**config.mk**
```make
export PLATFORM = sky130hd
export DESIGN_NAME = mgt_01_mul_ip
export DESIGN_NICKNAME = d
export VERILOG_FILES = /design/src/rtl/mgt_01_mul_ip.sv
export SDC_FILE = /design/constraint.sdc
export NUM_CORES = 2
export LEC_CHECK = 0
export ABC_AREA = 1
export CORE_ASPECT_RATIO = 1.5
export CORE_MARGIN = 1
export CORE_UTILIZATION = 40
export DETAILED_ROUTE_END_ITERATION = 7
export PLACE_DENSITY_LB_ADDON = 0.1
export RECOVER_POWER = 100
export SLEW_MARGIN = 20
export SYNTH_ARGS = -nofsm -noshare
export SYNTH_HDL_FRONTEND = slang
export SYNTH_SLANG_ARGS = --single-unit
export TNS_END_PERCENT = 20
```
**constraint.sdc**
```tcl
create_clock -name clk_i -period 8.85 [get_ports clk_i]
set_input_delay 0.885 -clock clk_i [delete_from_list [all_inputs] [get_ports clk_i]]
set_output_delay 0.885 -clock clk_i [all_outputs]
set_load 0.01 [all_outputs]
```
**src/rtl/mgt_01_mul_ip.sv**
```systemverilog
// Four-stage pipelined 32x32 multiplier returning the low or high product half (MUL/MULH/MULHSU/MULHU).
// Latency: 4 enabled clock edges from operand sampling to result_o; one new operation per enabled cycle.
// Backpressure: none; clk_en_i = 0 freezes every stage, including result_o and in-flight data.
//
// Ports:
//   clk_i          rising-edge clock
//   rst_i          asynchronous active-high reset; clears all stages and overrides clk_en_i
//   clk_en_i       pipeline enable (0 = stall)
//   multiplicand_i rs1 operand
//   multiplier_i   rs2 operand
//   ops_i          0 = MUL, 1 = MULH, 2 = MULHSU, 3 = MULHU
//   result_o       selected 32-bit product half, registered
// Optional build macro MGT_MUL_VALID_EN adds valid_i / valid_o, a 4-deep valid
// shift register that is stalled and reset together with the datapath.

module mgt_01_mul_ip #(
    parameter int DATA_W  = 32,
    parameter int LATENCY = 4
) (
    input  logic              clk_i,
    input  logic              rst_i,
    input  logic              clk_en_i,
    input  logic [DATA_W-1:0] multiplicand_i,
    input  logic [DATA_W-1:0] multiplier_i,
    input  logic [1:0]        ops_i,
`ifdef MGT_MUL_VALID_EN
    input  logic              valid_i,
    output logic              valid_o,
`endif
    output logic [DATA_W-1:0] result_o
);

    localparam logic [1:0] MUL_    = 2'd0;
    localparam logic [1:0] MULH_   = 2'd1;
    localparam logic [1:0] MULHSU_ = 2'd2;
    localparam logic [1:0] MULHU_  = 2'd3;

    // The partial-product split below is hard-wired for 32-bit operands.
    if (DATA_W != 32 || LATENCY != 4) begin : g_bad_params
        $error("mgt_01_mul_ip supports only DATA_W=32, LATENCY=4");
    end

    // ---------------- operand extension to 33 bits ----------------
    // The multiplicand is unsigned only for MULHU; the multiplier is signed
    // only for MUL and MULH. The low half of MUL is signedness-independent.
    logic a_sign;
    logic b_sign;
    assign a_sign = (ops_i != MULHU_) & multiplicand_i[31];
    assign b_sign = ((ops_i == MUL_) | (ops_i == MULH_)) & multiplier_i[31];

    // ---------------- stage 1: extended operands ----------------
    logic signed [32:0] a1;
    logic signed [32:0] b1;
    logic [1:0]         op1;

    always_ff @(posedge clk_i or posedge rst_i) begin
        if (rst_i) begin
            a1  <= '0;
            b1  <= '0;
            op1 <= MUL_;
        end else if (clk_en_i) begin
            a1  <= {a_sign, multiplicand_i};
            b1  <= {b_sign, multiplier_i};
            op1 <= ops_i;
        end
    end

    // ---------------- stage 2: two 33x17 signed partial products ----------------
    // Multiplier = b_hi * 2^16 + b_lo, with b_hi = b1[32:16] signed and
    // b_lo = b1[15:0] unsigned (zero-extended to keep it non-negative).
    // Operands are widened to 50 bits so each product is exact.
    logic signed [49:0] a_x50;
    logic signed [49:0] bh_x50;
    logic signed [49:0] bl_x50;
    assign a_x50  = {{17{a1[32]}}, a1};
    assign bh_x50 = {{33{b1[32]}}, b1[32:16]};
    assign bl_x50 = {34'd0, b1[15:0]};

    logic signed [49:0] pp_hi2;
    logic signed [49:0] pp_lo2;
    logic [1:0]         op2;

    always_ff @(posedge clk_i or posedge rst_i) begin
        if (rst_i) begin
            pp_hi2 <= '0;
            pp_lo2 <= '0;
            op2    <= MUL_;
        end else if (clk_en_i) begin
            pp_hi2 <= a_x50 * bh_x50;
            pp_lo2 <= a_x50 * bl_x50;
            op2    <= op1;
        end
    end

    // ---------------- stage 3: align and sum into 66-bit product ----------------
    logic signed [65:0] prod_sum;
    assign prod_sum = {pp_hi2, 16'd0} + {{16{pp_lo2[49]}}, pp_lo2};

    logic signed [65:0] prod3;
    logic [1:0]         op3;

    always_ff @(posedge clk_i or posedge rst_i) begin
        if (rst_i) begin
            prod3 <= '0;
            op3   <= MUL_;
        end else if (clk_en_i) begin
            prod3 <= prod_sum;
            op3   <= op2;
        end
    end

    // Bits 65:64 only carry the sign extension of a 33x33 product.
    logic prod_top_unused;
    assign prod_top_unused = ^prod3[65:64];

    // ---------------- stage 4: half select ----------------
    always_ff @(posedge clk_i or posedge rst_i) begin
        if (rst_i) begin
            result_o <= '0;
        end else if (clk_en_i) begin
            result_o <= (op3 == MUL_) ? prod3[31:0] : prod3[63:32];
        end
    end

`ifdef MGT_MUL_VALID_EN
    // Valid marker travelling alongside the data, same stall/reset behaviour.
    logic [LATENCY-1:0] vld_sr;

    always_ff @(posedge clk_i or posedge rst_i) begin
        if (rst_i) begin
            vld_sr <= '0;
        end else if (clk_en_i) begin
            vld_sr <= {vld_sr[LATENCY-2:0], valid_i};
        end
    end

    assign valid_o = vld_sr[LATENCY-1];
`endif

endmodule

```
==> impl_metrics.json <==
{
  "synth_nets": 8928,
  "start_kind": "flip-flop",
  "period_needed_ns": 7.790,
  "drt_first_iter_violations": 2766,
  "worst_hold_path.endpoint": "op1[1]",
  "tightest_slew_ns": 5.459,
  "synthFlopType": "dfrtp_1",
  "finalCritPeriodShare": 0.8802,
  "die_height_um": 455.6,
  "vias_per_cell": 4.898,
  "yosysSeqAreaShare": 0.1213,
  "skew_ns": 0.03792,
  "final-setup-viol-count": 0,
  "worstRegToRegCells": 23,
  "insertion_delay_ns": 0.64,
  "drt_wl_total_um": 190200,
  "die_area_um2": 138700,
  "core-area_um2": 136300,
  "r2r-end": "pp_lo2[30]",
  "antenna_cells": 0,
  "syn_avg_cell_area_um2": 7.265,
  "cts.clk_slew.worst_paths_ns": 0.06,
  "drv_slew": 549,
  "grt_pass1_wl_um": 295300,
  "final_cell_mix": "nand2_1 (2,465), inv_1 (2,056), fa_1 (1,026), nor2_1 (310), ha_1 (280)",
  "cts_sinks": 266,
  "cts_setup_buffers": 0,
  "ys_types": 39,
  "port_buffers": 100,
  "drive_gt1_frac": 0.02800,
  "antenna_left": 0,
  "rows": 166,
  "hpwl_um": 153600,
  "worstHoldPathType": "reg2reg",
  "synth_area_um2": 54870,
  "crit_arrival_ns": 8.33,
  "vias": 45200,
  "cp.required_ns": 9.39,
  "cts_buffer_depth": 3,
  "end_kind": "flip-flop",
  "drtPass1Iterations": 8,
  "ff2ff_setup_slack_ns": 1.06,
  "cts_resized": 0,
  "regToRegStartpoint": "b1[10]",
  "hold_buffers": 0,
  "hold_violations": 0,
  "grt_max_degree": 111,
  "violations": "max-capacitance violations, max-slew violations",
  "ys_ff_latch": 266,
  "htreeDepth": 2,
  "rsz0062_at_grt": "false",
  "cap_violations": 7,
  "mostFrequentLayoutCell": "nand2_1",
  "fmax_mhz": 128.4,
  "cts_tree": "built",
  "cp_max_fo": 18,
  "cts-root-buf": "clkbuf_16",
  "grt_use_total": 0.2818,
  "cts_buffers": 34,
  "outcome": "finished with violations",
  "async_reset_ff_frac": 1.000,
  "io_pins": 101,
  "area_growth_pct": 6.633,
  "multiInputGateArea_um2": 39160,
  "gp_congestion": 0.9859,
  "nFillCells": 14350,
  "min_path_cells": 2,
  "synth_edf_count": 0,
  "totalNegativeSetupSlack_ns": 0,
  "grt_overflow": 0,
  "routedWlPerCell_um": 20.61,
  "regArea_um2": 6674,
  "criticalPathCategory": "reg2reg",
  "holdCritStartpoint": "op1[1]",
  "timing.slew.headroom": -2.640,
  "dieWidth_um": 304.4,
  "start_util": 0.4027,
  "grt_pass1_vias": 49010,
  "synthCells": 7553,
  "nets": 8815,
  "post-route-drc-count": 0,
  "synth_warnings": 0,
  "antenna_found_initial": 1
}
## layer usage
metal	routed length (µm)	vias to the layer above	track usage
li1	-	21220	-
met1	75420	22500	0.3347
met2	95480	1132	0.5020
met3	7615	348	0.02824
met4	11720	0	0.1460
met5	0	-	0
## registers in the layout, indices dropped and copies added, names as in the netlist
name / cells
pp_hi2: 48
op3: 2
prod3: 64
op1: 2
result_o: 32
b1: 33
pp_lo2: 50
a1: 33
op2: 2
## layout make-up
| class | count | share of cell area |
|---|---|---|
| clock buffer | 43 | 0.01597 |
| clock inverter | 17 | 0.003806 |
| inverter | 2062 | 0.1324 |
| multi-input combinational | 4899 | 0.6693 |
| sequential | 266 | 0.1141 |
| tap | 1764 | 0.03772 |
| timing repair buffer | 177 | 0.02671 |
## critical path, cell delays in order (launching register included)
cell and delay [ns]:
dfrtp_1 0.95, clkbuf_1 0.97, nand2_1 0.12, inv_1 0.10
fa_1 0.42, ha_1 0.20, inv_1 0.06, fa_1 0.45
fa_1 0.55, inv_1 0.05, fa_1 0.47, inv_1 0.05
fa_1 0.48, inv_1 0.04, ha_1 0.39, nand2_1 0.15
nor2_1 0.34, nand4_1 0.25, o21ai_0 0.87, nand2_1 0.10
nand2_1 0.14, xor2_1 0.30, nand2_1 0.09, nand2_1 0.14
## synth_stat cells (5+ instances only)
library cell     n  area [µm²]
or2_2            5       31.28
o21ai_2          7       61.31
a21oi_1        159       795.8
nand2_2         22       137.6
nand3b_1        23       172.7
nor2_2          25       156.4
a21oi_2          7       61.31
clkbuf_1       313        1175
buf_2            6       30.03
o21ai_1         13       65.06
ha_1           280        3503
dfrtp_1        266        6656
buf_1            7       26.28
o21ai_0        175       875.8
nand3_1        202        1011
o21bai_1        25       187.7
inv_1         2057        7721
inv_2            5       18.77
fa_1          1026       20540
xnor2_1         44       385.4
nand2_1       2460        9234
nand3_2          6       60.06
a31oi_1         10       62.56
xor2_1          18       157.7
nor2_1         302        1134
nand4_1         47       294.0
or2_1            9       56.30
nor3_1          14       70.07
## kinds of logic after synthesis
kind of cell,share of synthesized area
compound gates,0.03970
fa+ha+maj,0.4382
xor+xnor,0.009896
simple gates,0.2274
buf+inv,0.1635
flops,0.1213
## through the flow
| stage | cell area (µm²) | hold WS, ns | util | cells | setup WS (ns) |
|---|---|---|---|---|---|
| after floorplan | 54870 | 0.4422 | - | 7553 | 0.6397 |
| after global placement | 57480 | 0.4552 | 0.4218 | 9168 | 2.068 |
| after detailed placement | 57480 | 0.4583 | 0.4219 | 9168 | 2.046 |
| after CTS | 58640 | 0.4714 | 0.4303 | 9228 | 2.025 |
| after global routing | 58510 | 0.4880 | 0.4294 | 9228 | 0.7844 |
| final | 58510 | 0.4685 | 0.4294 | 9228 | 1.060 |
## worst max-delay path by stage
stage | start | end | slack (ns) | depth (start not counted)
2_1_floorplan | rst_i | a1[0] | 0.64 | 1
4_1_cts | b1[5] | pp_lo2[48] | 2.02 | 21
3_5_place_dp | b1[5] | pp_lo2[48] | 2.05 | 21
5_1_grt | b1[10] | pp_lo2[30] | 0.78 | 23
6_report | b1[10] | pp_lo2[30] | 1.06 | 23
3_3_place_gp | a1[8] | pp_hi2[30] | 2.07 | 23
Power is not shown: default switching activity piles up to over one toggle a cycle in this logic, so the estimate is an artifact.
